## config.mk

```make
export PLATFORM = sky130hd
export DESIGN_NAME = sram_march_bist_flat
export DESIGN_NICKNAME = d
export VERILOG_FILES = /design/src/rtl/sram_bist_pkg.sv /design/src/rtl/sram_bist_if.sv /design/src/rtl/sram_bist_addr_gen.sv /design/src/rtl/sram_march_bist.sv /design/src/flat_wrapper.sv
export SDC_FILE = /design/constraint.sdc
export NUM_CORES = 1
export LEC_CHECK = 0
export CAP_MARGIN = 10
export CORE_MARGIN = 3
export CORE_UTILIZATION = 54
export DETAILED_ROUTE_END_ITERATION = 10
export MAX_ROUTING_LAYER = met4
export PLACE_DENSITY = 0.86
export SYNTH_ARGS = -nofsm -noshare
export SYNTH_HDL_FRONTEND = slang
export SYNTH_HIERARCHICAL = 1
export SYNTH_SLANG_ARGS = --single-unit
```

## constraint.sdc

```tcl
create_clock -name CLK -period 7.55 [get_ports CLK]
set_clock_uncertainty 0.1 [all_clocks]
set_input_delay 1.51 -clock CLK [delete_from_list [all_inputs] [get_ports CLK]]
set_output_delay 1.51 -clock CLK [all_outputs]
set_load 0.01 [all_outputs]
```

## src/rtl/sram_bist_pkg.sv

```systemverilog
// sram_bist_pkg: shared FSM state and address-direction types for the SRAM March C- BIST
package sram_bist_pkg;

    typedef enum logic [3:0] {
        IDLE,
        W_UP,
        RW_UP_R,
        RW_UP_W,
        RW_DN_R,
        RW_DN_W,
        R_DN,
        DRAIN,
        DONE
    } bist_state_e;

    typedef enum logic {
        DIR_UP,
        DIR_DN
    } bist_dir_e;

    function automatic logic state_busy(bist_state_e s);
        return !(s == IDLE || s == DONE);
    endfunction

endpackage

```

## src/rtl/sram_bist_if.sv

```systemverilog
// sram_bist_if: single-port SRAM macro port (active-low CEN/WEN/BEN, registered Q)
interface sram_bist_if #(
    parameter int ADDR_WIDTH = 12,
    parameter int DATA_WIDTH = 32,
    parameter int BE_WIDTH   = DATA_WIDTH / 8
);
    logic                  CEN;
    logic [ADDR_WIDTH-1:0] A;
    logic                  WEN;
    logic [DATA_WIDTH-1:0] D;
    logic [BE_WIDTH-1:0]   BEN;
    logic [DATA_WIDTH-1:0] Q;

    modport master (output CEN, A, WEN, D, BEN, input Q);
    modport slave  (input CEN, A, WEN, D, BEN, output Q);
endinterface

```

## src/rtl/sram_bist_addr_gen.sv

```systemverilog
// sram_bist_addr_gen: up/down word address counter with direction-dependent reload and last-address flag
module sram_bist_addr_gen
    import sram_bist_pkg::*;
#(
    parameter int ADDR_WIDTH = 12
) (
    input  logic                  CLK,
    input  logic                  RSTN,
    input  logic                  load,
    input  bist_dir_e             load_dir,
    input  logic                  en,
    input  bist_dir_e             dir,
    output logic [ADDR_WIDTH-1:0] addr,
    output logic                  last
);

    // reload to the first address of the next element, otherwise step in the current direction
    always_ff @(posedge CLK or negedge RSTN) begin
        if (!RSTN)
            addr <= '0;
        else if (load)
            addr <= (load_dir == DIR_DN) ? '1 : '0;
        else if (en)
            addr <= (dir == DIR_DN) ? addr - 1'b1 : addr + 1'b1;
    end

    assign last = (dir == DIR_DN) ? (addr == '0) : (&addr);

endmodule

```

## src/rtl/sram_march_bist.sv

```systemverilog
// sram_march_bist: March C- self-test initiator with first-failure capture for a single-port SRAM
module sram_march_bist
    import sram_bist_pkg::*;
#(
    parameter int ADDR_WIDTH = 12,
    parameter int DATA_WIDTH = 32,
    parameter int BE_WIDTH   = DATA_WIDTH / 8
) (
    input  logic                  CLK,
    input  logic                  RSTN,
    input  logic                  start_i,
    input  logic [DATA_WIDTH-1:0] pattern_i,
    output logic                  busy_o,
    output logic                  done_o,
    output logic                  fail_o,
    output logic [ADDR_WIDTH-1:0] fail_addr_o,
    output logic [DATA_WIDTH-1:0] fail_data_o,
    sram_bist_if.master           mem
);

    bist_state_e           state, state_n;
    logic [DATA_WIDTH-1:0] pattern;
    logic                  cnt_load, cnt_en, last;
    bist_dir_e             cnt_load_dir, cnt_dir;
    logic [ADDR_WIDTH-1:0] addr;
    logic                  rd, wr;
    logic [DATA_WIDTH-1:0] expected;
    logic                  rd_valid;
    logic [ADDR_WIDTH-1:0] rd_addr;
    logic [DATA_WIDTH-1:0] rd_exp;
    logic                  accept, mismatch;

    assign busy_o   = state_busy(state);
    assign done_o   = (state == DONE);
    assign accept   = start_i && !busy_o;
    assign mismatch = rd_valid && (mem.Q != rd_exp);

    sram_bist_addr_gen #(.ADDR_WIDTH(ADDR_WIDTH)) u_addr_gen (
        .CLK      (CLK),
        .RSTN     (RSTN),
        .load     (cnt_load),
        .load_dir (cnt_load_dir),
        .en       (cnt_en),
        .dir      (cnt_dir),
        .addr     (addr),
        .last     (last)
    );

    // state register
    always_ff @(posedge CLK or negedge RSTN) begin
        if (!RSTN)
            state <= IDLE;
        else
            state <= state_n;
    end

    // element sequencing: each element ends on its last address and reloads the counter for the next
    always_comb begin
        state_n      = state;
        cnt_load     = 1'b0;
        cnt_en       = 1'b0;
        cnt_load_dir = DIR_UP;
        case (state)
            IDLE, DONE: begin
                state_n  = start_i ? W_UP : state;
                cnt_load = start_i;
            end
            W_UP: begin
                state_n  = last ? RW_UP_R : W_UP;
                cnt_load = last;
                cnt_en   = !last;
            end
            RW_UP_R: state_n = RW_UP_W;
            RW_UP_W: begin
                state_n      = last ? RW_DN_R : RW_UP_R;
                cnt_load     = last;
                cnt_en       = !last;
                cnt_load_dir = DIR_DN;
            end
            RW_DN_R: state_n = RW_DN_W;
            RW_DN_W: begin
                state_n      = last ? R_DN : RW_DN_R;
                cnt_load     = last;
                cnt_en       = !last;
                cnt_load_dir = DIR_DN;
            end
            R_DN: begin
                state_n = last ? DRAIN : R_DN;
                cnt_en  = !last;
            end
            DRAIN:   state_n = DONE;
            default: state_n = IDLE;
        endcase
        if (fail_o && busy_o)
            state_n = DONE;
    end

    // macro port and expected read data decoded from the current state and address
    always_comb begin
        cnt_dir  = (state == RW_DN_R || state == RW_DN_W || state == R_DN) ? DIR_DN : DIR_UP;
        rd       = (state == RW_UP_R || state == RW_DN_R || state == R_DN);
        wr       = (state == W_UP || state == RW_UP_W || state == RW_DN_W);
        expected = (state == RW_DN_R) ? ~pattern : pattern;
        mem.CEN  = !(rd || wr);
        mem.WEN  = !wr;
        mem.A    = addr;
        mem.D    = !wr ? '0 : (state == RW_UP_W) ? ~pattern : pattern;
        mem.BEN  = {BE_WIDTH{1'b0}};
    end

    // read tracking: Q for a read issued this cycle arrives next cycle
    always_ff @(posedge CLK or negedge RSTN) begin
        if (!RSTN) begin
            rd_valid <= 1'b0;
            rd_addr  <= '0;
            rd_exp   <= '0;
        end else begin
            rd_valid <= rd;
            rd_addr  <= addr;
            rd_exp   <= expected;
        end
    end

    // background capture on start and sticky first-mismatch record
    always_ff @(posedge CLK or negedge RSTN) begin
        if (!RSTN) begin
            pattern     <= '0;
            fail_o      <= 1'b0;
            fail_addr_o <= '0;
            fail_data_o <= '0;
        end else if (accept) begin
            pattern     <= pattern_i;
            fail_o      <= 1'b0;
            fail_addr_o <= '0;
            fail_data_o <= '0;
        end else if (mismatch && !fail_o) begin
            fail_o      <= 1'b1;
            fail_addr_o <= rd_addr;
            fail_data_o <= mem.Q;
        end
    end

endmodule

```

## src/flat_wrapper.sv

```systemverilog
// flat-port wrapper written by rule: the top's interface ports become plain ports
module sram_march_bist_flat import sram_bist_pkg::*;
#(
    parameter int ADDR_WIDTH = 12,
    parameter int DATA_WIDTH = 32,
    parameter int BE_WIDTH   = DATA_WIDTH / 8
)
  (CLK, RSTN, start_i, pattern_i, busy_o, done_o, fail_o, fail_addr_o, fail_data_o, mem_CEN, mem_A, mem_WEN, mem_D, mem_BEN, mem_Q);
  sram_bist_if #(.ADDR_WIDTH(ADDR_WIDTH), .DATA_WIDTH(DATA_WIDTH), .BE_WIDTH(BE_WIDTH)) mem_i ();
  input  logic CLK;
  input  logic RSTN;
  input  logic start_i;
  input  logic [DATA_WIDTH-1:0] pattern_i;
  output logic busy_o;
  output logic done_o;
  output logic fail_o;
  output logic [ADDR_WIDTH-1:0] fail_addr_o;
  output logic [DATA_WIDTH-1:0] fail_data_o;
  output wire logic [$bits(mem_i.CEN)-1:0] mem_CEN;
  output wire logic [$bits(mem_i.A)-1:0] mem_A;
  output wire logic [$bits(mem_i.WEN)-1:0] mem_WEN;
  output wire logic [$bits(mem_i.D)-1:0] mem_D;
  output wire logic [$bits(mem_i.BEN)-1:0] mem_BEN;
  input wire logic [$bits(mem_i.Q)-1:0] mem_Q;
  assign mem_CEN = mem_i.CEN;
  assign mem_A = mem_i.A;
  assign mem_WEN = mem_i.WEN;
  assign mem_D = mem_i.D;
  assign mem_BEN = mem_i.BEN;
  assign mem_i.Q = mem_Q;
  sram_march_bist #(.ADDR_WIDTH(ADDR_WIDTH), .DATA_WIDTH(DATA_WIDTH), .BE_WIDTH(BE_WIDTH)) u_core (.CLK(CLK), .RSTN(RSTN), .start_i(start_i), .pattern_i(pattern_i), .busy_o(busy_o), .done_o(done_o), .fail_o(fail_o), .fail_addr_o(fail_addr_o), .fail_data_o(fail_data_o), .mem(mem_i));
endmodule
```

### Word-level counts from Yosys, hierarchy flattened

Index checks and enable logic that the tools add are counted.

* flip-flop bits (word level): 138
* input port bits: 67
* output and inout port bits: 97
* word-level logic and storage cells: 73

* $add $sub $neg: 2
* equality and inequality tests: 10
* mux-type cells: 25
* bitwise gates (word level): 1
* reductions and logical operators: 26

Operators by type and width (count)
* 32-bit 2-to-1 mux: 5
* 12-bit 2-to-1 mux: 6
* 32-bit != test: 1
* 32-bit inverter: 1
* 4-bit case mux with 8 select lines: 1
* 4-bit by 3-bit == test with 1-bit output (second input constant): 4
* 12-bit by 1-bit adder with 12-bit output (second input constant): 1
* 12-bit zero test: 1
* 12-bit AND reduction: 1
* 12-bit by 1-bit subtractor with 12-bit output (second input constant): 1
* 4-bit by 2-bit == test with 1-bit output (second input constant): 2
* 1-bit logical OR: 8
* 4-bit 2-to-1 mux: 2
* 1-bit 2-to-1 mux: 7
* 1-bit zero test: 5
* 4-bit by 1-bit == test with 1-bit output (second input constant): 1
* 4-bit == test (second input constant): 1
* 1-bit logical AND: 4
* 4-bit zero test: 1
* 2-bit 2-to-1 mux: 2
* 2-bit nonzero test: 2
* 2-bit OR reduction: 2
* 4-bit OR reduction: 1
* 3-bit 2-to-1 mux: 1
* 3 further kinds: 3

### Longest topological paths before layout

* depth in word-level cells: 9
* depth in mapped cells: 15
* mapped depth without buffers: 13

### Hierarchy

Netlist, hierarchy kept.

Modules (own cells, without submodules)
* sram_march_bist: times used 1, cells an instance 511, area each 5696.7 sq um, seq. area each 3153.0 sq um
* sram_bist_addr_gen: times used 1, cells an instance 139, area each 1149.9 sq um, seq. area each 300.3 sq um

### Worst setup path before layout

Ideal clock, no wire load.

* kind: register to register
* start point: register u_core.state[2]
* end point: register u_core.u_addr_gen.addr[6]
* data arrival time: 3.257 ns
* path slack: 4.099 ns
* stages on the path, launching flop included: 14
* buffers on the path: 3
* period minus slack after synthesis: 3.451 ns
* cell sequence: dfrtp_1 -> buf_2 -> nand2b_1 -> a21oi_1 -> inv_2 -> nor4_1 -> nand3_1 -> o31ai_1 -> inv_1 -> o21ai_0 -> buf_2 -> buf_1 -> o31ai_1 -> a211oi_1

* elaborated cells between the ends (all ways): 24
* those cells by class: 6 x eq/ne; 9 x mux; 9 x reduce/logical

RTL lines
* start: declaration: RTL line sram_march_bist.sv:21 `bist_state_e state, state_n;`
* start signal: assignment: RTL line sram_march_bist.sv:54 `state <= state_n;`
* 4-bit by 3-bit == test with 1-bit output: RTL line sram_march_bist.sv:100 `cnt_dir = (state == RW_DN_R || state == RW_DN_W || state == R_DN) ? DIR_DN : DIR_UP;`
* 1-bit logical OR: RTL line sram_march_bist.sv:100
* 1-bit logical OR (*): RTL line sram_march_bist.sv:100
* 1-bit 2-to-1 mux (*): RTL line sram_march_bist.sv:100
* named net u_core.cnt_dir: RTL line sram_march_bist.sv:24 `bist_dir_e cnt_load_dir, cnt_dir;`
* 1-bit 2-to-1 mux (*): RTL line sram_bist_addr_gen.sv:27 `assign last = (dir == DIR_DN) ? (addr == '0) : (&addr);`
* named net u_core.last: RTL line sram_march_bist.sv:23 `logic cnt_load, cnt_en, last;`
* 1-bit case mux with 2 select lines (*): RTL line sram_march_bist.sv:63 `case (state)`
* named net u_core.cnt_load: RTL line sram_march_bist.sv:23
* 12-bit 2-to-1 mux / 2-bit nonzero test (equally long branches)
* end signal: assignment: RTL line sram_bist_addr_gen.sv:22 `addr <= (load_dir == DIR_DN) ? '1 : '0;`
* end signal: assignment: RTL line sram_bist_addr_gen.sv:24 `addr <= (dir == DIR_DN) ? addr - 1'b1 : addr + 1'b1;`
* end: declaration: RTL line sram_bist_addr_gen.sv:13 `output logic [ADDR_WIDTH-1:0] addr,`

Mark *: on every way through the listed nets, which the timed path passes. The rest lies on a longest branch. The select of a mux whose other input is x is not followed.
A chain may end at the register's enable or synchronous reset.

### Final worst setup path

* start point: register u_core.state[3]
* end point: output port mem_D[30]

* word-level cells in the longest chain between the ends: 4
* elaborated cells between the ends (all ways): 7
* those cells by class: 3 x eq/ne; 2 x mux; 2 x reduce/logical

RTL lines
* 4-bit by 1-bit == test with 1-bit output / 4-bit by 2-bit == test with 1-bit output (equally long branches): RTL line sram_march_bist.sv:102, sram_march_bist.sv:107
* 1-bit logical OR (2 in a row): RTL line sram_march_bist.sv:102 `wr = (state == W_UP || state == RW_UP_W || state == RW_DN_W);`
* 32-bit 2-to-1 mux (*): RTL line sram_march_bist.sv:107 `mem.D = !wr ? '0 : (state == RW_UP_W) ? ~pattern : pattern;`
* end: declaration: RTL line flat_wrapper.sv:22 `output wire logic [$bits(mem_i.D)-1:0] mem_D;`

Mark *: on every way between the ends. The rest lies on a longest branch, timed or not.

==> impl_metrics.tcl <==
set metrics [dict create \
    async_flop_share_pct 100 \
    dieWidth_um 119 \
    globalplace.congestion 0.881 \
    endpoint_kind "output pin" \
    min_period_over_period_pct 60.1 \
    avgRoutedWirePerCell_um 18.8 \
    power.density_nw_per_um2 368 \
    dpl.hpwl_um 12800 \
    numPortBuffers 159 \
    clockPowerShare_pct 25.4 \
    path_depth 4 \
    peakVddDrop_mv 0.242 \
    synth_edf_count 0 \
    ys_seq_elements 138 \
    synth_common_cells "138 x dfrtp_1, 131 x nand2_1, 46 x mux2i_1" \
    path_clk_slew_ns 0.06 \
    synth_area_um2 6850 \
    regToRegSetupSlack_ns 3.64 \
    final_antenna_net_count 0 \
    cts_buffers 17 \
    final_max_slew_viol_count 0 \
    grt_pass1_vias 5575 \
    path_buf_inv 1 \
    drc_errors 0 \
    leakage_nw 4.01 \
    reg2reg_to "u_core/u_addr_gen/addr[10]$_DFFE_PN0P_" \
    critPathMaxFanout 32 \
    design.die.area_um2 14100 \
    synth_ff_type "dfrtp_1" \
    grt_usage_pct 27.4 \
    net-switching-power_mw 1.16 \
    synth_area_leaders "dfrtp_1 50%, nand2_1 7.2%, mux2i_1 6.7%" \
    core_region_area_um2 12200 \
    p_comb_share_pct 36.4 \
    die_h_um 119 \
    critPathTopFamily "simple AND/OR/NAND/NOR gates" \
    ff2ff_path_depth 13 \
    rsz0062_at_grt "no" \
    start_util_pct 56.1 \
    swShare_pct 34.7 \
    viasPerCell 5.57 \
    ys_types 54 \
    syn_to_final_growth_pct 33.1 \
    clock_latency_ns 0.42 \
    hold_viol_final 0 \
    crit_required_ns 5.94 \
    crit_path_cell_trace "nand2b_1 > or3b_2 > o21ai_0 > clkdlybuf4s50_1" \
    cts_resized 0 \
    antennaDiodeCount 0 \
    dp.cells 949 \
    whs_path_depth 1 \
    max-cap-violations 0 \
    critical_path_class "register to output pin" \
    seq_area_frac_synth_pct 50.4 \
    holdCritPathClass "register to register" \
    cp-start-kind "register" \
    postRouteWirelength_um 18500 \
    slew_headroom_pct 32.6 \
    grt_pass1_wl_um 29700 \
    fmax_mhz 220 \
    dr.pass1.iters 7 \
    root_buffer "clkbuf_16" \
    drive_above_1_share_pct 10.6 \
    yosysTopAreaCell "dfrtp_1" \
    yosysMostFrequentCell "dfrtp_1" \
    clock_path_buffers 2 \
    holdPathEnd "u_core/rd_exp[6]$_DFF_PN0_" \
    p_int_mw 2.19 \
    cts_tree "yes" \
    timing.setup.tns_ns 0 \
    crit_slowest_cell "or3b_2" \
    grt_max_degree 102 \
    seq_power_share_pct 38.2 \
    layout_min_cycle_time_ns 4.54 \
    max_stage_delay_ns 0.79 \
    cts.sinks 138 \
    netlist_instances 650 \
    min_from "u_core/pattern[6]$_DFFE_PN0P_" \
    cts_hold_buf 0 \
    outcome "finished, final reports clean" \
    arrival_ns 2.93 \
    finalNonFillerCells 981 \
    rows 40 \
    utilization_pct 74.6 \
    postCtsSetupRepairBufs 0 \
    setup-violations-final 0 \
    cts_max_level 4 \
    syn_area_per_cell_um2 10.5 \
    ios 164 \
    antenna_found_initial 0 \
    worstReg2RegStart "u_core/state[3]$_DFFE_PN0P_" \
    worst_slew_pin_slew_ns 1.01 \
    synth.top_cell.area_share_pct 50.4 \
    drtIter0Drc 537 \
    yosysWarnings 6 \
    vias 5461 \
    layout.nets 878 \
    grt-ovfl-total 0 \
]
[worst max path at each step]
stage | start | end | slack, ns
finish | u_core/state[3]$_DFFE_PN0P_ | mem_D[30] | 3.01
CTS | u_core/state[3]$_DFFE_PN0P_ | mem_D[18] | 3.07
global placement | u_core/state[3]$_DFFE_PN0P_ | mem_D[30] | 3.72
global route | u_core/state[3]$_DFFE_PN0P_ | mem_D[9] | 2.96
floorplan | u_core/state[2]$_DFFE_PN0P_ | u_core/u_addr_gen/addr[6]$_DFFE_PN0P_ | 4.10
detailed placement | u_core/state[3]$_DFFE_PN0P_ | mem_D[11] | 3.53
[registers in the layout, indices dropped and copies added (netlist names)]
| signal | flops |
|---|---|
| u_core/state | 4 |
| u_core/rd_addr | 12 |
| u_core/fail_o | 1 |
| u_core/fail_data_o | 32 |
| u_core/pattern | 32 |
| u_core/rd_exp | 32 |
| u_core/rd_valid | 1 |
| u_core/u_addr_gen/addr | 12 |
| u_core/fail_addr_o | 12 |
[cell type report]
class,count,area (µm²)
well taps,168,210
clock inverters,13,169
repair buffers,167,1650
fillers,839,3100
multi-input cells,466,3150
inverters,10,37.5
flip-flops and latches,138,3450
clock buffers,19,443
[metrics by stage]
stage | power [mW] | cell area [µm²] | hold slack (ns) | setup slack (ns)
after floorplan | 1.88 | 6860 | 0.373 | 4.10
after global placement | 2.43 | 8500 | 0.390 | 3.72
after detailed placement | 2.48 | 8500 | 0.390 | 3.53
after CTS | 3.35 | 9110 | 0.399 | 3.07
after global routing | 3.53 | 9110 | 0.426 | 2.96
final | 3.35 | 9110 | 0.399 | 3.01
[worst reg2reg max path, stage by stage, from the launching register on]
cell	delay, ns
dfrtp_1	0.51
nand2b_1	0.29
a21oi_1	0.17
buf_4	0.25
inv_2	0.10
nor4_1	0.25
nand3_1	0.10
o31ai_1	0.59
inv_1	0.17
o21ai_1	0.16
buf_4	0.27
nor2b_1	0.47
o22a_1	0.23
nand3_1	0.10
[metal layers]
| layer | vias up | track usage, % | wire length [µm] |
|---|---|---|---|
| met5 | - | - | 0 |
| met4 | 0 | 10.8 | 514 |
| met3 | 40 | 4.40 | 1130 |
| met2 | 252 | 42.5 | 8830 |
| met1 | 2673 | 36.3 | 8000 |
| li1 | 2496 | - | - |
[power groups by stage]
stage / Sequential [mW] / Clock (mW) / Combinational, mW
after floorplan: 1.21 / 0 / 0.668
after global placement: 1.27 / 0 / 1.16
after detailed placement: 1.28 / 0 / 1.20
after CTS: 1.27 / 0.860 / 1.22
after global routing: 1.31 / 0.896 / 1.32
final: 1.28 / 0.851 / 1.22
[cells in the final DEF, fill, tap and decap left out, drive strengths merged, types with 4 or more instances in the layout]
| cell type | instances |
|---|---|
| ha | 10 |
| clkbuf | 19 |
| a21oi | 18 |
| dfrtp | 138 |
| nand2b | 5 |
| o21a | 6 |
| clkinv | 5 |
| a21o | 5 |
| or3 | 5 |
| clkdlybuf4s50 | 158 |
| nand4 | 11 |
| conb | 4 |
| inv | 12 |
| xor2 | 35 |
| nor2 | 24 |
| nor3 | 6 |
| nor4 | 4 |
| o31ai | 4 |
| nand3 | 10 |
| xnor2 | 37 |
| mux2 | 32 |
| mux2i | 46 |
| nand2 | 132 |
| buf | 9 |
| o21ai | 44 |
[logic make-up after synthesis]
| family | share of synthesized area (%) |
|---|---|
| AO/OA/AOI/OAI | 8.46 |
| XOR/XNOR | 9.21 |
| adder cells (fa/ha/maj) | 2.12 |
| buffers and inverters | 4.17 |
| flip-flops | 50.4 |
| multiplexers | 12.0 |
| other | 0.0548 |
| AND/OR/NAND/NOR | 13.6 |
(Power assumes the default switching activity.)
==> RTL change (same flow settings) <==
Register the inputs `start_i` and `pattern_i` before use, cleared by the reset. The logic sees them one clock later. The other inputs are not delayed to match.
--- a/src/rtl/sram_march_bist.sv
+++ b/src/rtl/sram_march_bist.sv
@@ -18,6 +18,19 @@
     sram_bist_if.master           mem
 );
 
+    logic start_q;
+    logic [DATA_WIDTH-1:0] pattern_q;
+
+    always_ff @(posedge CLK or negedge RSTN) begin
+        if (!RSTN) begin
+            start_q   <= '0;
+            pattern_q <= '0;
+        end else begin
+            start_q   <= start_i;
+            pattern_q <= pattern_i;
+        end
+    end
+
     bist_state_e           state, state_n;
     logic [DATA_WIDTH-1:0] pattern;
     logic                  cnt_load, cnt_en, last;
@@ -32,7 +45,7 @@
 
     assign busy_o   = state_busy(state);
     assign done_o   = (state == DONE);
-    assign accept   = start_i && !busy_o;
+    assign accept   = start_q && !busy_o;
     assign mismatch = rd_valid && (mem.Q != rd_exp);
 
     sram_bist_addr_gen #(.ADDR_WIDTH(ADDR_WIDTH)) u_addr_gen (
@@ -62,8 +75,8 @@
         cnt_load_dir = DIR_UP;
         case (state)
             IDLE, DONE: begin
-                state_n  = start_i ? W_UP : state;
-                cnt_load = start_i;
+                state_n  = start_q ? W_UP : state;
+                cnt_load = start_q;
             end
             W_UP: begin
                 state_n  = last ? RW_UP_R : W_UP;
@@ -129,7 +142,7 @@
             fail_addr_o <= '0;
             fail_data_o <= '0;
         end else if (accept) begin
-            pattern     <= pattern_i;
+            pattern     <= pattern_q;
             fail_o      <= 1'b0;
             fail_addr_o <= '0;
             fail_data_o <= '0;
Function: changed (Yosys sat finds a counterexample within 4 cycles, from zero or initial values and one cycle with RSTN low).
==> RTL change against the original RTL <==
Cell count increased by 4.2%. Area after synthesis increased by 12%. Setup slack improved by 0.049 ns. First-iteration DRC count decreased by 16%. Routed wire length increased by 6.6%. Synthesized cell count increased by 5.1%. Global-route usage decreased by 1.0 points. Critical path depth unchanged. Sequential cell count increased by 33. Cell area increased by 9.1%. Power increased by 14%. Core utilization decreased by 1.3 points.
==> RTL change: results (changes against the original RTL) <==
Drt
  – Vias/cell: 5.53 (was 5.57)
  – First-pass DRT Iterations: 6 (was 7)
  – Routed len/inst: 19.3 um (was 18.8 um)
  – Initial DRC Count: 451 (was 537)

Global route
  – First-pass GRT wire length: 31.6 mm (was 29.7 mm)
  – Vias in the first global route: 5,924 (was 5,575)
  – Largest net degree at the start of global routing: 107 (was 102)
  – Tot GR Track Use: 26.3% (was 27.4%)

Logic synthesis
  – Synth Flop Type: dfrtp_1 (unchanged)
  – Synth cell types: 54 (unchanged)
  – Synth area leaders: dfrtp_1 (56%), nand2_1 (6.4%), mux2i_1 (6.0%), mux2_2 (4.7%), xnor2_1 (4.2%) (was dfrtp_1 (50%), nand2_1 (7.2%), mux2i_1 (6.7%), mux2_2 (5.3%), xnor2_1 (4.7%))
  – Top cells by count, synth: dfrtp_1 (171), nand2_1 (131), mux2i_1 (46), o21ai_0 (39), xnor2_1 (37) (was dfrtp_1 (138), nand2_1 (131), mux2i_1 (46), o21ai_0 (39), xnor2_1 (37))

Final layout
  – NumNets Final: 911 (was 878)
  – # diodes: 0 (unchanged)
  – Layout cells sized above 1: 10.3% (was 10.6%)

Status
  – Status: finished, final reports clean (unchanged)

Clocking
  – Worst-case clock buffer depth: 2 (unchanged)

Placement
  – Area post-placement: 9340 um2 (was 8500 um2)
  – Detailed Place HPWL: 13.6 mm (was 12.8 mm)
  – GPL Wtd Cong: 0.910 (was 0.881)

Setup path
  – Max FO, Critical Path: 32 (unchanged)
  – Arrival time at the worst endpoint: 2.88 ns (was 2.93 ns)
  – R2r setup slk: 3.62 ns (was 3.64 ns)
  – Crit path largest cell delay: 0.74 ns (was 0.79 ns)

STA
  – Hold_ws: 0.383 ns (was 0.399 ns)
  – Worst rel slew slack: 37.5% (was 32.6%)

Worst hold path
  – Hold EP: u_core/pattern[12] (was u_core/rd_exp[6])
  – Start point of the worst hold path: u_core/pattern_q[12] (was u_core/pattern[6])

Power
  – Max VDD drop: 0.260 mV (was 0.242 mV)
  – Lkg Pwr: 4.40 nW (was 4.01 nW)
  – Cell Int Power: 2.43 mW (was 2.19 mW)
[RTL change: area by class of cell]
cell class	count	area (um2)
flip-flops and latches	171	4280
fillers	905	3620
multi-input cells	466	3150
repair buffers	167	1650
clock buffers	17	425
well taps	176	220
clock inverters	15	180
inverters	10	37.5
[RTL change: worst max path at each step]
stage	cells past startpoint	endpoint	slack [ns]
final	4	mem_D[10]	3.06
after floorplan	13	u_core/u_addr_gen/addr[6]	4.10
after detailed placement	4	mem_D[24]	3.56
after global routing	4	mem_D[28]	2.93
after global placement	4	mem_D[10]	3.64
after CTS	4	mem_D[10]	3.07
[RTL change: cell families (layout without fill, tap and decap cells)]
kind of cell             after synthesis  count (layout)  share of synthesized area [%]
AO/OA/AOI/OAI                         93              93                           7.55
other                                  1               4                         0.0489
flip-flops                           171             171                           55.8
buffers and inverters                 49             209                           3.72
XOR/XNOR                              72              72                           8.22
AND/OR/NAND/NOR                      208             208                           12.1
adder cells (fa/ha/maj)               11              11                           1.89
multiplexers                          78              78                           10.7
[RTL change: worst register-to-register path, stage by stage, from the launching register on]
cell	delay (ns)
dfrtp_1	0.50
nand2b_1	0.26
a21oi_1	0.16
buf_4	0.25
inv_2	0.10
nor4_1	0.27
nand3_1	0.11
o31ai_1	0.70
inv_1	0.17
o21ai_1	0.17
buf_4	0.27
nor2b_1	0.46
o22a_1	0.22
nand3_1	0.07
[RTL change: routing by layer]
layer | global-route usage (%) | up-vias | part of all wire (%)
met5 | - | - | 0
met4 | 8.93 | 0 | 2.2
met3 | 4.39 | 36 | 4.9
met2 | 44.2 | 235 | 51
met1 | 32.7 | 2782 | 42
li1 | - | 2601 | -
[RTL change: power groups by stage]
stage	clock network [mW]	logic (mW)	registers, mW
5_1_grt	0.947	1.57	1.50
6_report	0.897	1.44	1.46
4_1_cts	0.909	1.44	1.46
3_3_place_gp	0	1.38	1.45
3_5_place_dp	0	1.42	1.47
2_1_floorplan	0	0.811	1.40
[RTL change: through the flow]
| step | instances | util [%] | total power, mW |
|---|---|---|---|
| 5_1_grt | 1022 | 73.3 | 4.01 |
| 6_report | 1022 | 73.3 | 3.80 |
| 3_5_place_dp | 990 | 68.9 | 2.89 |
| 4_1_cts | 1022 | 73.3 | 3.81 |
| 2_1_floorplan | 686 | - | 2.21 |
| 3_3_place_gp | 990 | 68.9 | 2.83 |
